==> config.mk <==
export PLATFORM = sky130hd
export DESIGN_NAME = ex_muldiv
export DESIGN_NICKNAME = d
export VERILOG_FILES = /design/src/rtl/ex_muldiv.sv
export SDC_FILE = /design/constraint.sdc
export NUM_CORES = 1
export LEC_CHECK = 0
export CAP_MARGIN = 20
export CELL_PAD_IN_SITES_DETAIL_PLACEMENT = 1
export CELL_PAD_IN_SITES_GLOBAL_PLACEMENT = 1
export CORE_MARGIN = 2
export CORE_UTILIZATION = 40
export CTS_CLUSTER_SIZE = 8
export DETAILED_ROUTE_END_ITERATION = 16
export MAX_ROUTING_LAYER = met4
export PLACE_DENSITY_LB_ADDON = 0.1
export SLEW_MARGIN = 20
export SYNTH_ARGS = -nofsm -noshare
export SYNTH_HDL_FRONTEND = slang
export SYNTH_SLANG_ARGS = --single-unit
==> constraint.sdc <==
create_clock -name clk -period 3.4 [get_ports clk]
set_input_delay 1.02 -clock clk [delete_from_list [all_inputs] [get_ports clk]]
set_output_delay 1.02 -clock clk [all_outputs]
set_load 0.01 [all_outputs]
==> src/rtl/ex_muldiv.sv <==
// Iterative radix-2 multiply/divide unit owning the HI/LO registers.
// Define MULDIV_FAST_MUL_EN to compute MULT/MULTU with a single-cycle multiplier.
module ex_muldiv #(
  parameter int unsigned XLEN = 32
) (
  input  logic            clk,
  input  logic            rst_n,
  input  logic            start,
  input  logic [1:0]      op,
  input  logic [XLEN-1:0] src_a,
  input  logic [XLEN-1:0] src_b,
  input  logic            hi_wr,
  input  logic            lo_wr,
  input  logic [XLEN-1:0] wdata,
  input  logic            rd_hilo,
  input  logic            flush,
  output logic            busy,
  output logic            stall,
  output logic            done,
  output logic [XLEN-1:0] hi,
  output logic [XLEN-1:0] lo
);

  localparam int unsigned    CntW    = $clog2(XLEN);
  localparam logic [CntW-1:0] CntLast = CntW'(XLEN - 1);

  typedef enum logic [1:0] {StIdle, StCalc, StFix} state_e;

  state_e              state_q, state_d;
  logic                is_div_q, is_div_d;
  logic                sign_a_q, sign_a_d;
  logic                sign_b_q, sign_b_d;
  logic [XLEN-1:0]     a_q, a_d;
  logic [XLEN-1:0]     b_q, b_d;
  logic [CntW-1:0]     cnt_q, cnt_d;
  logic [2*XLEN-1:0]   acc_q, acc_d;
  logic [XLEN-1:0]     hi_q, hi_d;
  logic [XLEN-1:0]     lo_q, lo_d;
  logic                done_q, done_d;

  // Operand conditioning at start: unsigned ops never carry a sign.
  logic            sign_a_in, sign_b_in;
  logic [XLEN-1:0] abs_a, abs_b;
  assign sign_a_in = ~op[0] & src_a[XLEN-1];
  assign sign_b_in = ~op[0] & src_b[XLEN-1];
  assign abs_a     = sign_a_in ? -src_a : src_a;
  assign abs_b     = sign_b_in ? -src_b : src_b;

`ifdef MULDIV_FAST_MUL_EN
  localparam bit FastMul = 1'b1;
  logic [2*XLEN-1:0] fast_prod;
  assign fast_prod = {{XLEN{sign_a_in}}, src_a} * {{XLEN{sign_b_in}}, src_b};
`else
  localparam bit FastMul = 1'b0;
  logic [2*XLEN-1:0] fast_prod;
  assign fast_prod = '0;
`endif

  // Shift-add multiply: acc = {partial product, remaining multiplier bits}.
  logic [XLEN-1:0]   mul_add;
  logic [XLEN:0]     mul_sum;
  logic [2*XLEN-1:0] mul_step;
  assign mul_add  = acc_q[0] ? a_q : '0;
  assign mul_sum  = {1'b0, acc_q[2*XLEN-1:XLEN]} + {1'b0, mul_add};
  assign mul_step = {mul_sum, acc_q[XLEN-1:1]};

  // Restoring divide: acc = {partial remainder, dividend/quotient bits}.
  logic [XLEN:0]     div_trial;
  logic [2*XLEN-1:0] div_step;
  assign div_trial = acc_q[2*XLEN-1:XLEN-1] - {1'b0, b_q};
  assign div_step  = div_trial[XLEN] ? {acc_q[2*XLEN-2:0], 1'b0}
                                     : {div_trial[XLEN-1:0], acc_q[XLEN-2:0], 1'b1};

  logic [2*XLEN-1:0] prod_fix;
  logic [XLEN-1:0]   quo_fix, rem_fix, raw_a;
  assign prod_fix = (sign_a_q ^ sign_b_q) ? -acc_q : acc_q;
  assign quo_fix  = (sign_a_q ^ sign_b_q) ? -acc_q[XLEN-1:0] : acc_q[XLEN-1:0];
  assign rem_fix  = sign_a_q ? -acc_q[2*XLEN-1:XLEN] : acc_q[2*XLEN-1:XLEN];
  assign raw_a    = sign_a_q ? -a_q : a_q;

  always_comb begin
    state_d  = state_q;
    is_div_d = is_div_q;
    sign_a_d = sign_a_q;
    sign_b_d = sign_b_q;
    a_d      = a_q;
    b_d      = b_q;
    cnt_d    = cnt_q;
    acc_d    = acc_q;
    hi_d     = hi_q;
    lo_d     = lo_q;
    done_d   = 1'b0;
    case (state_q)
      StIdle: begin
        if (start) begin
          if (FastMul && !op[1]) begin
            {hi_d, lo_d} = fast_prod;
            done_d       = 1'b1;
          end else begin
            is_div_d = op[1];
            sign_a_d = sign_a_in;
            sign_b_d = sign_b_in;
            a_d      = abs_a;
            b_d      = abs_b;
            cnt_d    = '0;
            acc_d    = {{XLEN{1'b0}}, op[1] ? abs_a : abs_b};
            state_d  = StCalc;
          end
        end else begin
          if (hi_wr) hi_d = wdata;
          if (lo_wr) lo_d = wdata;
        end
      end
      StCalc: begin
        acc_d = is_div_q ? div_step : mul_step;
        cnt_d = cnt_q + 1'b1;
        if (cnt_q == CntLast) state_d = StFix;
      end
      StFix: begin
        if (!is_div_q) begin
          {hi_d, lo_d} = prod_fix;
        end else if (b_q == '0) begin
          lo_d = '1;
          hi_d = raw_a;
        end else begin
          lo_d = quo_fix;
          hi_d = rem_fix;
        end
        done_d  = 1'b1;
        state_d = StIdle;
      end
      default: state_d = StIdle;
    endcase
    // A flushed instruction leaves no architectural trace.
    if (flush) begin
      state_d = StIdle;
      hi_d    = hi_q;
      lo_d    = lo_q;
      done_d  = 1'b0;
    end
  end

  always_ff @(posedge clk or negedge rst_n) begin
    if (!rst_n) begin
      state_q  <= StIdle;
      is_div_q <= 1'b0;
      sign_a_q <= 1'b0;
      sign_b_q <= 1'b0;
      a_q      <= '0;
      b_q      <= '0;
      cnt_q    <= '0;
      acc_q    <= '0;
      hi_q     <= '0;
      lo_q     <= '0;
      done_q   <= 1'b0;
    end else begin
      state_q  <= state_d;
      is_div_q <= is_div_d;
      sign_a_q <= sign_a_d;
      sign_b_q <= sign_b_d;
      a_q      <= a_d;
      b_q      <= b_d;
      cnt_q    <= cnt_d;
      acc_q    <= acc_d;
      hi_q     <= hi_d;
      lo_q     <= lo_d;
      done_q   <= done_d;
    end
  end

  assign busy  = (state_q != StIdle);
  assign stall = busy & (start | rd_hilo | hi_wr | lo_wr);
  assign done  = done_q;
  assign hi    = hi_q;
  assign lo    = lo_q;

endmodule

==> results of run 1 <==
-- cell type report --
class                   instances  area (um^2)
diodes                          2         5.00
clock buffers                  35          791
clock inverters                 6         62.6
fillers                      5263        20000
inverters                      65          244
multi-input cells            1847        12000
flip-flops and latches        203         5090
well taps                     585          732
repair buffers                502         4360
-- metal layers --
metal | track usage, % | vias to the layer above | part of all wire (%)
li1 | - | 8931 | -
met1 | 47.0 | 9774 | 43
met2 | 57.4 | 583 | 47
met3 | 4.32 | 172 | 5.0
met4 | 16.0 | 0 | 5.0
met5 | - | - | 0
-- final timing paths --
path / endpoint / depth (start not counted)
max: acc_q[20] / 12
min: a_q[28] / 1
max reg2reg: acc_q[63] / 16
min reg2reg: lo[30] / 2
max in group asynchronous: lo[7] / 2
min in group clk: lo[30] / 2
-- Yosys cell counts, types with 25 or more instances --
cell      count  area share, %
nand2_1     291            6.2
o21ai_0     252            7.2
dfrtp_1     203             29
a21oi_1     182            5.2
nor2_1      139            3.0
clkbuf_1    133            2.8
xnor2_1     115            5.7
xor2_1      101            5.0
ha_1         71            5.1
nand3_1      64            1.8
inv_1        63            1.3
mux2i_1      58            3.3
and2_1       44            1.6
a211oi_1     41            1.8
nor3_1       37            1.1
nor4_1       33            1.2
a21o_1       32            1.4
a31oi_1      31            1.1
o22ai_1      27           0.96
o31ai_1      27            1.2
o211ai_1     26            1.1
or3_1        25           0.89
-- report_power, final --
part | internal [mW] | switching [mW] | total, mW
registers | 2.97 | 0.632 | 3.60
clock network | 1.69 | 1.20 | 2.89
logic | 4.79 | 6.10 | 10.9
-- metrics by stage --
stage / hold WS, ns / util [%] / std cells
floorplan: 0.450 / - / 2273
global placement: 0.461 / 50.8 / 3190
detailed placement: 0.471 / 50.8 / 3190
CTS: 0.367 / 53.1 / 3234
global route: 0.379 / 53.7 / 3245
finish: 0.370 / 53.7 / 3245
-- repair_timing --
item	CTS	global route
endpoints found under the setup margin	53	56
setup buffers	3	9
gates resized for setup	18	51
pin swaps	4	24
-- kinds of logic after synthesis --
family	share of synthesized area, %
and+or+nand+nor	20.6
muxes	3.88
adders and majority gates	5.28
buffers and inverters	4.91
DFF	28.9
AOI/OAI and AO/OA	25.6
xor gates and xnor gates	10.9
-- flip-flops by register name, indices dropped and copies added, names as in the netlist --
signal / count
cnt_q: 5
hi: 32
lo: 32
done: 1
acc_q: 64
a_q: 32
sign_a_q: 1
state_q: 2
b_q: 32
sign_b_q: 1
is_div_q: 1
-- critical path, cell delays in order --
cell and delay, ns:
clkdlybuf4s50_1 0.42, or4_4 0.42, or3_4 0.35, buf_4 0.15
nor4_1 0.22, buf_4 0.19, nand2_1 0.05, o21ai_0 0.27
xor2_1 0.25, nand2_1 0.09, a221oi_1 0.28, a21oi_1 0.08
==> results.sh, run 1 <==
export IMPL_status="completed"
export IMPL_fin_tns_setup_ns=0
export IMPL_p_total_mw=17.4
export IMPL_path_class="input port to register"
export IMPL_clock_latency_ns=0.59
export IMPL_cts_hold_buf=0
export IMPL_final_common_cell="buf_4"
export IMPL_nNetsFinal=2828
export IMPL_r2r_start="acc_q[0]"
export IMPL_critical_path_endpoint_type="register"
export IMPL_cts_buffer_depth=3
export IMPL_boundaryPins=172
export IMPL_root_buffer="clkbuf_16"
export IMPL_finalCritPeriodShare_pct=98.7
export IMPL_fp_dieH_um=214
export IMPL_worstMarginPinSlew_ns=0.773
export IMPL_ant_nets=0
export IMPL_clk_pin_slew_ns=0.06
export IMPL_fin_crit_ns=3.36
export IMPL_finalSetupViolCount=0
export IMPL_worstPathRequired_ns=3.84
export IMPL_wl_um=81200
export IMPL_num_rows=76
export IMPL_dieWidth_um=214
export IMPL_clock_sinks=203
export IMPL_die_area_um2=45600
export IMPL_startpoint_type="input port"
export IMPL_setup_slack_ns=0.0443
export IMPL_synth_seq_cells=203
export IMPL_finish_instance_area_um2=23200
export IMPL_hold_viol_final=0
export IMPL_ys_types=81
export IMPL_arrival_ns=3.80
export IMPL_crit_start="src_b[9]"
export IMPL_synth_edf_count=0
export IMPL_syn_cell_area_um2=17600
export IMPL_ys_seq_area_share_pct=28.9
export IMPL_antenna_found_initial=3
export IMPL_synth_ff_type="dfrtp_1"
export IMPL_first_global_vias=19700
export IMPL_syn_num_nets=2451
export IMPL_area_growth_pct=32.3
export IMPL_drt_iter0_drc=1423
export IMPL_grt_pass1_wl_um=121000
export IMPL_synth_warnings=0
export IMPL_gp_congestion=1.01
export IMPL_max_slew_margin_pct=48.5
export IMPL_grt_max_degree=78
export IMPL_post_place_ws_ns=-0.705
export IMPL_initial_utilization_pct=40.6
export IMPL_drc=0
export IMPL_power_density_nw_per_um2=748
export IMPL_gr_total_overflow=0
export IMPL_layout_common_cells="317 x buf_4, 289 x nand2_1, 242 x o21ai_0"
export IMPL_cp_max_fo=3
export IMPL_io_buffers=171
export IMPL_cts_buffers=31
export IMPL_fmax_mhz=298
export IMPL_cap_violations=0
export IMPL_dp_hpwl_um=64400
export IMPL_place_area_um2=22000
export IMPL_cts_max_level=1
export IMPL_r2r_slack_ns=0.07
export IMPL_wl_per_cell_um=25.0
export IMPL_coreArea_um2=43300
export IMPL_via_per_inst=6.00
export IMPL_drv_slew=0
export IMPL_hold_path_class="input port to asynchronous set/reset pin"
export IMPL_p_leak_nw=10.0
export IMPL_cts_tree="yes"
export IMPL_clock_skew_ns=0.0259
export IMPL_gr_usage_all_layers_pct=36.4
export IMPL_max_vdd_ir_drop_mv=0.634
export IMPL_drive_above_1_share_pct=17.2
export IMPL_drt_pass1_iter_count=5
export IMPL_netlist_instances=2273
export IMPL_vias=19500
export IMPL_synth_avg_cell_area_um2=7.73
export IMPL_async_flop_share_pct=100
Note: power is estimated with default switching activity, not from simulation.
==> run 2, diff against run 1 <==
--- a/config.mk
+++ b/config.mk
@@ -14,6 +14,7 @@
 export DETAILED_ROUTE_END_ITERATION = 16
 export MAX_ROUTING_LAYER = met4
 export PLACE_DENSITY_LB_ADDON = 0.1
+export REMOVE_ABC_BUFFERS = 1
 export SLEW_MARGIN = 20
 export SYNTH_ARGS = -nofsm -noshare
 export SYNTH_HDL_FRONTEND = slang
==> results.sh, run 2 (synthesis results as in run 1) <==
export IMPL_root_buffer="clkbuf_16"
export IMPL_io_buffers=171
export IMPL_use_met1_pct=43.7
export IMPL_clock_latency_ns=0.58
export IMPL_cts_max_level=1
export IMPL_clock_skew_ns=0.0207
export IMPL_fp_dieH_um=214
export IMPL_p_leak_nw=10.3
export IMPL_area_growth_pct=34.8
export IMPL_final_cells=3293
export IMPL_final_common_cell="buf_4"
export IMPL_num_rows=76
export IMPL_setup_slack_ns=0.0282
export IMPL_via_per_inst=5.98
export IMPL_drv_slew=0
export IMPL_finalCritPeriodShare_pct=99.2
export IMPL_fin_hold_ws_ns=0.430
export IMPL_antenna_found_initial=1
export IMPL_dieWidth_um=214
export IMPL_regMostFlops="acc_q"
export IMPL_coreArea_um2=43300
export IMPL_drt_iter0_drc=1371
export IMPL_dp_hpwl_um=62900
export IMPL_dp_cells=3245
export IMPL_worstMarginPinSlew_ns=1.07
export IMPL_critical_path_endpoint_type="register"
export IMPL_grt_max_degree=94
export IMPL_worstPathRequired_ns=3.83
export IMPL_initial_utilization_pct=40.6
export IMPL_cts_tree="yes"
export IMPL_arrival_ns=3.80
export IMPL_layout_common_cells="366 x buf_4, 289 x nand2_1, 238 x o21ai_0"
export IMPL_drt_pass1_iter_count=5
export IMPL_drive_above_1_share_pct=18.9
export IMPL_grt_use_met2_pct=58.9
export IMPL_cp_max_fo=3
export IMPL_clk_pin_slew_ns=0.05
export IMPL_gr_usage_all_layers_pct=35.8
export IMPL_wl_per_cell_um=24.4
export IMPL_post_place_ws_ns=-0.995
export IMPL_r2r_start="acc_q[24]"
export IMPL_cts_buffer_depth=3
export IMPL_drc=0
export IMPL_first_global_vias=20400
export IMPL_reg2regPathDepth=11
export IMPL_status="completed"
export IMPL_max_slew_margin_pct=28.7
export IMPL_vias=19700
export IMPL_top_usage_layer="met2"
export IMPL_path_class="register to register"
export IMPL_wl_um=80300
export IMPL_r2r_end="hi[29]"
export IMPL_cts_buffers=30
export IMPL_finalSetupViolCount=0
export IMPL_largest_register_ffs=64
export IMPL_endpoint="hi[29]"
export IMPL_boundaryPins=172
export IMPL_n_antenna_cell=0
export IMPL_fin_tns_setup_ns=0
export IMPL_max_vdd_ir_drop_mv=0.500
export IMPL_fin_crit_ns=3.37
export IMPL_gp_congestion=1.02
export IMPL_grt_pass1_wl_um=120000
export IMPL_hold_viol_final=0
export IMPL_finalCoreUtilization_pct=54.8
export IMPL_crit_start="acc_q[24]"
export IMPL_die_area_um2=45600
export IMPL_clock_sinks=203
export IMPL_ant_nets=0
export IMPL_cap_violations=0
export IMPL_gr_total_overflow=0
export IMPL_nNetsFinal=2878
export IMPL_fmax_mhz=297
export IMPL_r2r_slack_ns=0.03
export IMPL_cts_hold_buf=0
export IMPL_met3_usage_pct=4.01
export IMPL_startpoint_type="register"
export IMPL_hold_path_class="input port to asynchronous set/reset pin"
export IMPL_power_density_nw_per_um2=728
[run 2: cell types whose count changed in the layout (fill, tap and decap cells not counted), sizes merged, moves of 2 or more]
cell / delta
clkinv: -3
buf: +52
clkdlybuf4s50: -2
diode: -2
clkbuf: +2
dlygate4sd2: +3
[run 2: power by group]
part | leakage, nW | switching [mW] | internal, mW
Combinational | 7.37 | 6.00 | 4.86
Sequential | 2.50 | 0.566 | 2.97
Clock | 0.414 | 1.15 | 1.70
[run 2: how the worst min path moves through the flow]
stage | cells past startpoint | slack (ns) | from | to
after floorplan | 1 | 0.45 | cnt_q[3] | cnt_q[3]
after global placement | 1 | 0.46 | lo[0] | lo[0]
after detailed placement | 1 | 0.47 | lo[0] | lo[0]
after CTS | 1 | 0.46 | rst_n | acc_q[59]
after global routing | 1 | 0.48 | rst_n | acc_q[60]
final | 1 | 0.43 | rst_n | acc_q[62]
[run 2: through the flow]
| step | power (mW) | area (um^2) |
|---|---|---|
| floorplan | 9.35 | 17000 |
| global placement | 13.5 | 22400 |
| detailed placement | 13.8 | 22400 |
| CTS | 16.9 | 23400 |
| global route | 18.3 | 23700 |
| finish | 17.3 | 23700 |
[run 2: per-layer routing]
layer | up-vias | wire length (um)
li1 | 9037 | -
met1 | 9820 | 33300
met2 | 616 | 38500
met3 | 216 | 3880
met4 | 0 | 4690
met5 | - | 0
[run 2: cell type report]
cell class                      count  area [um^2]
Fill cell                        5313        19600
Multi-Input combinational cell   1847        12000
Sequential cell                   203         5080
Timing Repair Buffer              553         4740
Clock buffer                       38          812
Tap cell                          585          732
Inverter                           65          244
Clock inverter                      2         35.0
[run 2: timing repair]
| item | in CTS | in global routing |
|---|---|---|
| setup buffers | 1 | 8 |
| gates resized for setup | 30 | 59 |
| pin swaps | 11 | 19 |
| setup endpoints to repair | 48 | 61 |
[run 2: worst max-delay path: stages (launching register included)]
cell and delay, ns:
dfrtp_1 0.42, or3_1 0.44, or4b_2 0.75, nor3_2 0.27, nand2_1 0.10, buf_4 0.17
o31ai_1 0.26, buf_4 0.18, nand2_1 0.05, mux2_2 0.26, o2111ai_1 0.21, nand3_1 0.12
==> run 3, diff against run 2 <==
--- a/config.mk
+++ b/config.mk
@@ -9,9 +9,11 @@
 export CELL_PAD_IN_SITES_DETAIL_PLACEMENT = 1
 export CELL_PAD_IN_SITES_GLOBAL_PLACEMENT = 1
 export CORE_MARGIN = 2
-export CORE_UTILIZATION = 40
+export CORE_UTILIZATION = 44
+export CTS_CLUSTER_DIAMETER = 150
 export CTS_CLUSTER_SIZE = 8
 export DETAILED_ROUTE_END_ITERATION = 16
+export DONT_BUFFER_PORTS = 1
 export MAX_ROUTING_LAYER = met4
 export PLACE_DENSITY_LB_ADDON = 0.1
 export REMOVE_ABC_BUFFERS = 1
==> results.sh, run 3 (synthesis results as in run 1) <==
export IMPL_wl_um=77300
export IMPL_nNetsFinal=2593
export IMPL_drive_above_1_share_pct=15.7
export IMPL_root_buffer="clkbuf_16"
export IMPL_path_class="register to register"
export IMPL_clk_pin_slew_ns=0.06
export IMPL_cts_buffers=29
export IMPL_drv_slew=0
export IMPL_critPathTopFamily="simple AND/OR/NAND/NOR gates"
export IMPL_drt_pass1_iter_count=5
export IMPL_cts_buffer_depth=3
export IMPL_hold_viol_final=0
export IMPL_gp_congestion=0.942
export IMPL_cts_tree="yes"
export IMPL_place_area_um2=19700
export IMPL_grt_pass1_wl_um=116000
export IMPL_sw_frac_of_total_pct=46.1
export IMPL_max_stage_delay_ns=0.59
export IMPL_grt_use_met2_pct=63.1
export IMPL_coreArea_um2=39500
export IMPL_gr_usage_all_layers_pct=37.9
export IMPL_ant_nets=0
export IMPL_boundaryPins=172
export IMPL_gr_total_overflow=0
export IMPL_r2r_end="hi[31]"
export IMPL_status="completed"
export IMPL_initial_utilization_pct=44.4
export IMPL_top_usage_layer="met2"
export IMPL_setup_slack_ns=0.0819
export IMPL_clock_sinks=203
export IMPL_critical_path_endpoint_type="register"
export IMPL_startpoint_type="register"
export IMPL_power_frac_seq_pct=22.1
export IMPL_regMostFlops="acc_q"
export IMPL_fillerInstances=4855
export IMPL_dp_hpwl_um=59800
export IMPL_cts_hold_buf=0
export IMPL_wl_per_cell_um=26.3
export IMPL_cp_num_cells=11
export IMPL_comb_power_share_pct=61.8
export IMPL_reg2regPathDepth=11
export IMPL_area_growth_pct=18.4
export IMPL_crit_buf_inv=3
export IMPL_cp_max_fo=10
export IMPL_via_per_inst=6.27
export IMPL_slowest_stage="or4_4"
export IMPL_clock_latency_ns=0.58
export IMPL_arrival_ns=3.81
export IMPL_max_vdd_ir_drop_mv=0.515
export IMPL_drt_iter0_drc=1378
export IMPL_hold_path_class="input port to asynchronous set/reset pin"
export IMPL_die_area_um2=41600
export IMPL_fp_dieH_um=204
export IMPL_cap_violations=0
export IMPL_cts_max_level=1
export IMPL_worstPathRequired_ns=3.90
export IMPL_power_frac_clock_pct=16.1
export IMPL_crit_top_cell="buf_4"
export IMPL_final_common_cell="nand2_1"
export IMPL_worstMarginPinSlew_ns=0.982
export IMPL_power_density_nw_per_um2=792
export IMPL_io_buffers=0
export IMPL_fin_crit_ns=3.32
export IMPL_num_rows=73
export IMPL_r2r_start="acc_q[0]"
export IMPL_crit_chain="buf_4 -> buf_4 -> or4_4 -> nor4_4 -> and4b_2 -> buf_4 -> nand2_2 -> or3_1 -> o2bb2ai_1 -> a221o_1 -> a21oi_2"
export IMPL_dieWidth_um=204
export IMPL_p_leak_nw=8.97
export IMPL_layout_common_cells="288 x nand2_1, 260 x buf_4, 243 x o21ai_0"
export IMPL_crit_start="acc_q[0]"
export IMPL_grt_max_degree=204
export IMPL_r2r_slack_ns=0.08
export IMPL_endpoint="hi[31]"
export IMPL_post_place_ws_ns=-0.536
export IMPL_antenna_found_initial=1
export IMPL_finalCritPeriodShare_pct=97.6
export IMPL_clock_skew_ns=0.0153
export IMPL_drc=0
export IMPL_met3_usage_pct=4.48
export IMPL_finalSetupViolCount=0
export IMPL_fmax_mhz=301
export IMPL_max_slew_margin_pct=34.5
export IMPL_vias=18500
export IMPL_power_switching_mw=7.59
export IMPL_finalCoreUtilization_pct=52.6
export IMPL_intPower_mw=8.88
export IMPL_largest_register_ffs=64
export IMPL_first_global_vias=19100
export IMPL_finish_instance_area_um2=20800
export IMPL_use_met1_pct=46.2
-- run 3: changes by cell type in the layout (fill, tap and decap cells not counted), moves of 5 or more --
cell / before / now
clkdlybuf4s50_1: 165 / 0
buf_4: 366 / 260
o21ai_0: 238 / 243
o21ai_1: 10 / 5
-- run 3: worst min-delay path by stage --
stage | slack [ns] | cells after the start | to | startpoint
finish | 0.13 | 0 | acc_q[61] | rst_n
global route | 0.12 | 0 | acc_q[57] | rst_n
CTS | 0.12 | 0 | acc_q[59] | rst_n
detailed placement | 0.50 | 1 | cnt_q[3] | cnt_q[3]
global placement | 0.47 | 1 | cnt_q[3] | cnt_q[3]
floorplan | 0.45 | 1 | cnt_q[3] | cnt_q[3]
-- run 3: cell type report --
| class | instances | area (um^2) | share of cell area, % |
|---|---|---|---|
| timing repair buffer | 269 | 2130 | 10.2 |
| antenna | 1 | 2.50 | 0.0120 |
| inverter | 65 | 244 | 1.17 |
| clock inverter | 2 | 16.3 | 0.0782 |
| sequential | 203 | 5080 | 24.4 |
| clock buffer | 31 | 733 | 3.52 |
| tap | 525 | 657 | 3.16 |
| multi-input combinational | 1847 | 11900 | 57.4 |
-- run 3: routing by layer --
metal	vias up	part of all wire (%)
met5	-	0
met4	0	5.0
met3	183	5.0
met2	590	49
met1	9230	41
li1	8451	-
-- run 3: power groups by stage --
stage	registers, mW	clock network, mW	logic [mW]
floorplan	3.78	0	5.57
global placement	3.63	0	9.30
detailed placement	3.66	0	9.57
CTS	3.63	2.70	9.82
global route	3.69	2.78	11.1
finish	3.63	2.66	10.2
-- run 3: metrics by stage --
stage               std cells  hold slack (ns)  setup TNS, ns  total power, mW
CTS                      2936            0.118              0             16.1
floorplan                2115            0.450         -88.13             9.35
detailed placement       2900            0.501         -15.19             13.2
finish                   2943            0.131              0             16.5
global route             2943            0.119         -0.147             17.5
global placement         2900            0.471          -8.51             12.9
-- run 3: repair_timing --
| action | 4_1_cts | 5_1_grt |
|---|---|---|
| setup endpoints to repair | 36 | 42 |
| buffers inserted | 3 | 6 |
| pin swaps | 2 | 8 |
| gates resized for setup | 15 | 42 |
| hold endpoints to repair | 0 | 0 |
-- run 3: worst register-to-register path, delay by kind of cell (launching register included) --
family          cells  cell delay, ns
flops               1            0.38
compound gates      3            0.60
buf+inv             3            0.48
simple gates        5            1.77
==> edit 1 (config.mk and constraints of run 3) <==
Re-encode `state_e` (3 states) as one-hot, 3 bits wide.
--- a/src/rtl/ex_muldiv.sv
+++ b/src/rtl/ex_muldiv.sv
@@ -24,7 +24,7 @@
   localparam int unsigned    CntW    = $clog2(XLEN);
   localparam logic [CntW-1:0] CntLast = CntW'(XLEN - 1);
 
-  typedef enum logic [1:0] {StIdle, StCalc, StFix} state_e;
+  typedef enum logic [2:0] {StIdle = 3'b001, StCalc = 3'b010, StFix = 3'b100} state_e;
 
   state_e              state_q, state_d;
   logic                is_div_q, is_div_d;
Check against the original RTL: no difference found for any inputs over 4 cycles, from zero or initial values and one cycle with rst_n low; so few cycles prove little.
==> edit 1 against run 3 <==
  * Worst setup slack improved by 0.033 ns
  * Synthesized area rose by 0.16%
  * Sequential cell count rose by 1
  * Cell area fell by 1.7%
  * Maximum frequency rose by 1.0%
  * Routed wire length fell by 1.8%
  * Critical path depth rose by 1
  * Critical path type unchanged
  * Critical endpoint is now acc_q[63]
  * Largest cell class unchanged
Power is not compared: it rests on default switching activity, and its combinational part moved more than twofold at a synthesized area within 25%.
==> edit 1: results (changes against run 3) <==
| Metric | Value |
|---|---|
| Outcome | finished clean |
| Final HPWL DP | 58,600 um (-2.0%) |
| Int Power | between 6 and 7 mW |
| PostCTS Resize Cnt | 7 (-8) |
| Critical Path AT | 3.75 ns (-0.06 ns) |
| Skew final | 0.0495 ns (+0.0342 ns) |
| Cell variety after synth | 88 (+8.6%) |
| Met3 Usage GRT | 0.0489 (+0.00415) |
| Slowest CP cell | dfrtp_1 |
| Seq/Total Area, Yosys | 0.290 (+0.00102) |
| Port Buf Inserts | 0 (unchanged) |
| M2 GR Usage | 0.612 (-0.0193) |
| Met3 wire length | 4110 um (+6.9%) |
| Filler cell count | 4,850 (-0.10%) |
| Type of the most critical hold path | primary input to asynchronous set/reset pin |
| Global routing usage on met1 | 0.469 (+0.00678) |
| Slew margin rel. | 0.313 (-0.0317) |
| Num Clock Sinks | 204 (+0.49%) |
| CP endpoint | acc_q[63] |
| Cell family with the largest share of critical-path delay | compound AO/OA/AOI/OAI gates |
| Critical path peak fanout | 4 (-6) |
| Routed wire length | 75,800 um (-1.8%) |
| Critical Path Max Stage Delay | 0.42 ns (-0.17 ns) |
| Place WS | -0.133 ns (+0.402 ns) |
| Placer Congestion | 0.979 (+3.9%) |
| Reg2Reg Depth | 12 (+1) |
| Top reg by flops | acc_q |
| Final Worst Setup Slack | 0.115 ns (+0.0331 ns) |
| Vias in the first global route | 18,939 (-1.1%) |
| M1 WL | 32,300 um (+1.2%) |
| Initial antenna violation count | 0 (-1) |
| DP Area | 0.0194 sq mm (-1.6%) |
| First-pass GRT wire length | 116,000 um (-0.36%) |
| Area contributors post-synth | dfrtp_1 29%, o21ai_0 7.3%, xnor2_1 6.5% |
| Largest net degree at the start of global routing | 205 (+0.49%) |
| Vias/cell | 6.30 (+0.42%) |
| Starting DRC count in detailed routing | 1,368 (-0.73%) |
| Antenna cells | 0 (-1) |
| Setup bufs post-CTS | 2 (-1) |
| Top cells by count, synth | 256 x o21ai_0, 255 x nand2_1, 203 x dfrtp_1 |
| Layout cells sized above 1 | 0.149 (-0.00738) |
| Tot GR Track Use | 0.374 (-0.00410) |
| Drt wl/cell | 26.4 um (+0.52%) |
| Met2 WL post-DR | 35,800 um (-5.0%) |
| Critical path startpoint | b_q[10] |
## edit 1: cell count changes after synthesis, moves of 12 or more
cell and change:
a211oi_1 -23, a21oi_1 -38, a221o_1 +12, a31oi_1 -12
nand2_1 -36, o21ai_1 +13, o221ai_1 +14, xnor2_1 +16
xor2_1 -12
## edit 1: area by class of cell
type / instances / area (sq um) / share of cell area
repair buffers: 231 / 1790 / 0.0876
clock inverters: 1 / 30.0 / 0.00147
flip-flops and latches: 204 / 5110 / 0.250
inverters: 70 / 263 / 0.0129
multi-input cells: 1801 / 11800 / 0.578
well taps: 525 / 657 / 0.0321
clock buffers: 42 / 774 / 0.0379
## edit 1: logic make-up (layout without fill, tap and decap cells)
family          count (synthesis)  in the layout  share of synthesized area
buf+inv                       229            344                     0.0523
mux                            68             68                     0.0402
fa+ha+maj                      73             73                     0.0527
flops                         204            204                      0.290
compound gates                710            710                      0.251
xor+xnor                      221            221                      0.110
simple gates                  729            729                      0.204
==> edit 2 (flow settings as in run 3) <==
Made on the original files. Set the parameter `XLEN` to 16 (it was 32).
--- a/src/rtl/ex_muldiv.sv
+++ b/src/rtl/ex_muldiv.sv
@@ -1,7 +1,7 @@
 // Iterative radix-2 multiply/divide unit owning the HI/LO registers.
 // Define MULDIV_FAST_MUL_EN to compute MULT/MULTU with a single-cycle multiplier.
 module ex_muldiv #(
-  parameter int unsigned XLEN = 32
+  parameter int unsigned XLEN = 16
 ) (
   input  logic            clk,
   input  logic            rst_n,
Interface: changed (5 resized); port bits go from 172 to 92. The function was not compared with the original's and may differ.
==> edit 2 against run 3 <==
  * Sequential share of layout area is 4.5 points higher
  * Total power is 60% lower
  * Cell area decreased by 56%
  * Clock skew shrank 0.0041 ns
  * Worst setup slack better by 0.20 ns
  * Routed wire length down 65%
  * Sequential cell count down 97
  * Highest routed layer unchanged
  * Synthesized area shrank 52%
  * Critical endpoint is now acc_q[14]
  * Hold slack improved by 0.22 ns
==> edit 2: results (changes against run 3) <==
| Metric | Value |
|---|---|
| Tot GR Track Use | 0.281 (-0.0973) |
| Skew final | 0.0113 ns (-0.00406 ns) |
| VDD IR-drop max | 0.000287 V (-44%) |
| Post-synthesis mux area share | 0.0484 (+0.00964) |
| Starting DRC count in detailed routing | 320 (-77%) |
| Placer Congestion | 0.874 (-7.2%) |
| Area contributors post-synth | dfrtp_1 31%, o21ai_0 7.8%, xnor2_1 6.6% |
| Critical path peak fanout | 2 (-8) |
| Max reg flops | 32 (-50%) |
| Outcome | finished clean |
| Clock Latency Late Sink | 0.37 ns (-0.21 ns) |
| PostCTS Resize Cnt | 0 (-15) |
| Initial antenna violation count | 0 (-1) |
| CTS Buf Count | 9 (-69%) |
| Setup bufs post-CTS | 0 (-3) |
| Seq/Total Area, Yosys | 0.311 (+0.0222) |
| Slew at the pin with the worst max-slew slack | 0.960 ns (-0.0215 ns) |
| Largest net degree at the start of global routing | 107 (-48%) |
| Vias/cell | 5.89 (-6.0%) |
| Adder-cell share of the synthesized area | 0.0605 (+0.00766) |
| Vias in the first global route | 7,769 (-59%) |
| Top cells by count, synth | 141 x nand2_1, 133 x o21ai_0, 106 x dfrtp_1 |
| Reg2Reg Launch Point | b_q[0] |
| Post-Synth XOR/XNOR Area | 0.108 (-0.000674) |
| First-pass GRT wire length | 43,000 um (-63%) |
| Worst r2r dst | acc_q[31] |
| Leakage | 3.96 nW (-56%) |
| Filler cell count | 2,305 (-53%) |
| H-Tree Level Count | 3 (+2) |
## edit 2: changes by cell type after synthesis, moves of 26 or more
cell and delta:
a211oi_1 -32, nor2_1 -60, dfrtp_1 -97, nand3_1 -53, xor2_1 -60, mux2i_1 -28
and2_1 -26, a21oi_1 -106, ha_1 -33, o21ai_0 -119, clkbuf_1 -76, xnor2_1 -51
nand2_1 -150
## edit 2: worst max path at each step
stage,from,to,slack (ns),depth (start not counted)
6_report,src_a[5],acc_q[14],0.28,8
3_3_place_gp,src_a[5],acc_q[15],0.06,9
3_5_place_dp,src_a[5],acc_q[15],-0.06,9
5_1_grt,src_a[5],acc_q[15],0.09,9
2_1_floorplan,src_a[5],acc_q[14],0.17,8
4_1_cts,src_a[5],acc_q[14],0.27,8
## edit 2: cells by family (layout without fill, tap and decap cells)
logic type,count (synthesis),after routing
compound gates,348,348
simple gates,329,329
flops,106,106
xor+xnor,105,105
buf+inv,104,92
fa+ha+maj,40,40
mux,39,39
## edit 2: through the flow
stage / area, sq um / hold slack (ns) / util / setup slack, ns / cells
floorplan: 8270 / 0.472 / - / 0.165 / 1006
global placement: 8880 / 0.512 / 0.472 / 0.0595 / 1304
detailed placement: 8880 / 0.514 / 0.472 / -0.0565 / 1304
CTS: 9190 / 0.335 / 0.488 / 0.274 / 1319
global route: 9190 / 0.337 / 0.488 / 0.0873 / 1319
finish: 9190 / 0.352 / 0.488 / 0.284 / 1319
## edit 2: power groups by stage
| stage | Sequential (mW) | Combinational [mW] | Clock [mW] |
|---|---|---|---|
| 6_report | 1.94 | 3.50 | 1.10 |
| 5_1_grt | 1.98 | 3.91 | 1.16 |
| 4_1_cts | 1.94 | 3.51 | 1.12 |
| 3_5_place_dp | 1.96 | 3.47 | 0 |
| 3_3_place_gp | 1.95 | 3.40 | 0 |
| 2_1_floorplan | 1.91 | 2.44 | 0 |
## edit 2: area by class of cell
| type | instances | share of cell area |
|---|---|---|
| Clock buffer | 10 | 0.0260 |
| Timing Repair Buffer | 38 | 0.0311 |
| Tap cell | 260 | 0.0354 |
| Clock inverter | 5 | 0.00681 |
| Multi-Input combinational cell | 861 | 0.596 |
| Inverter | 39 | 0.0159 |
| Sequential cell | 106 | 0.289 |
## edit 2: layer usage
layer | share of wire | track usage
met5 | 0 | -
met3 | 0.033 | 0.0359
met1 | 0.47 | 0.377
met2 | 0.49 | 0.457
met4 | 0.013 | 0.0620
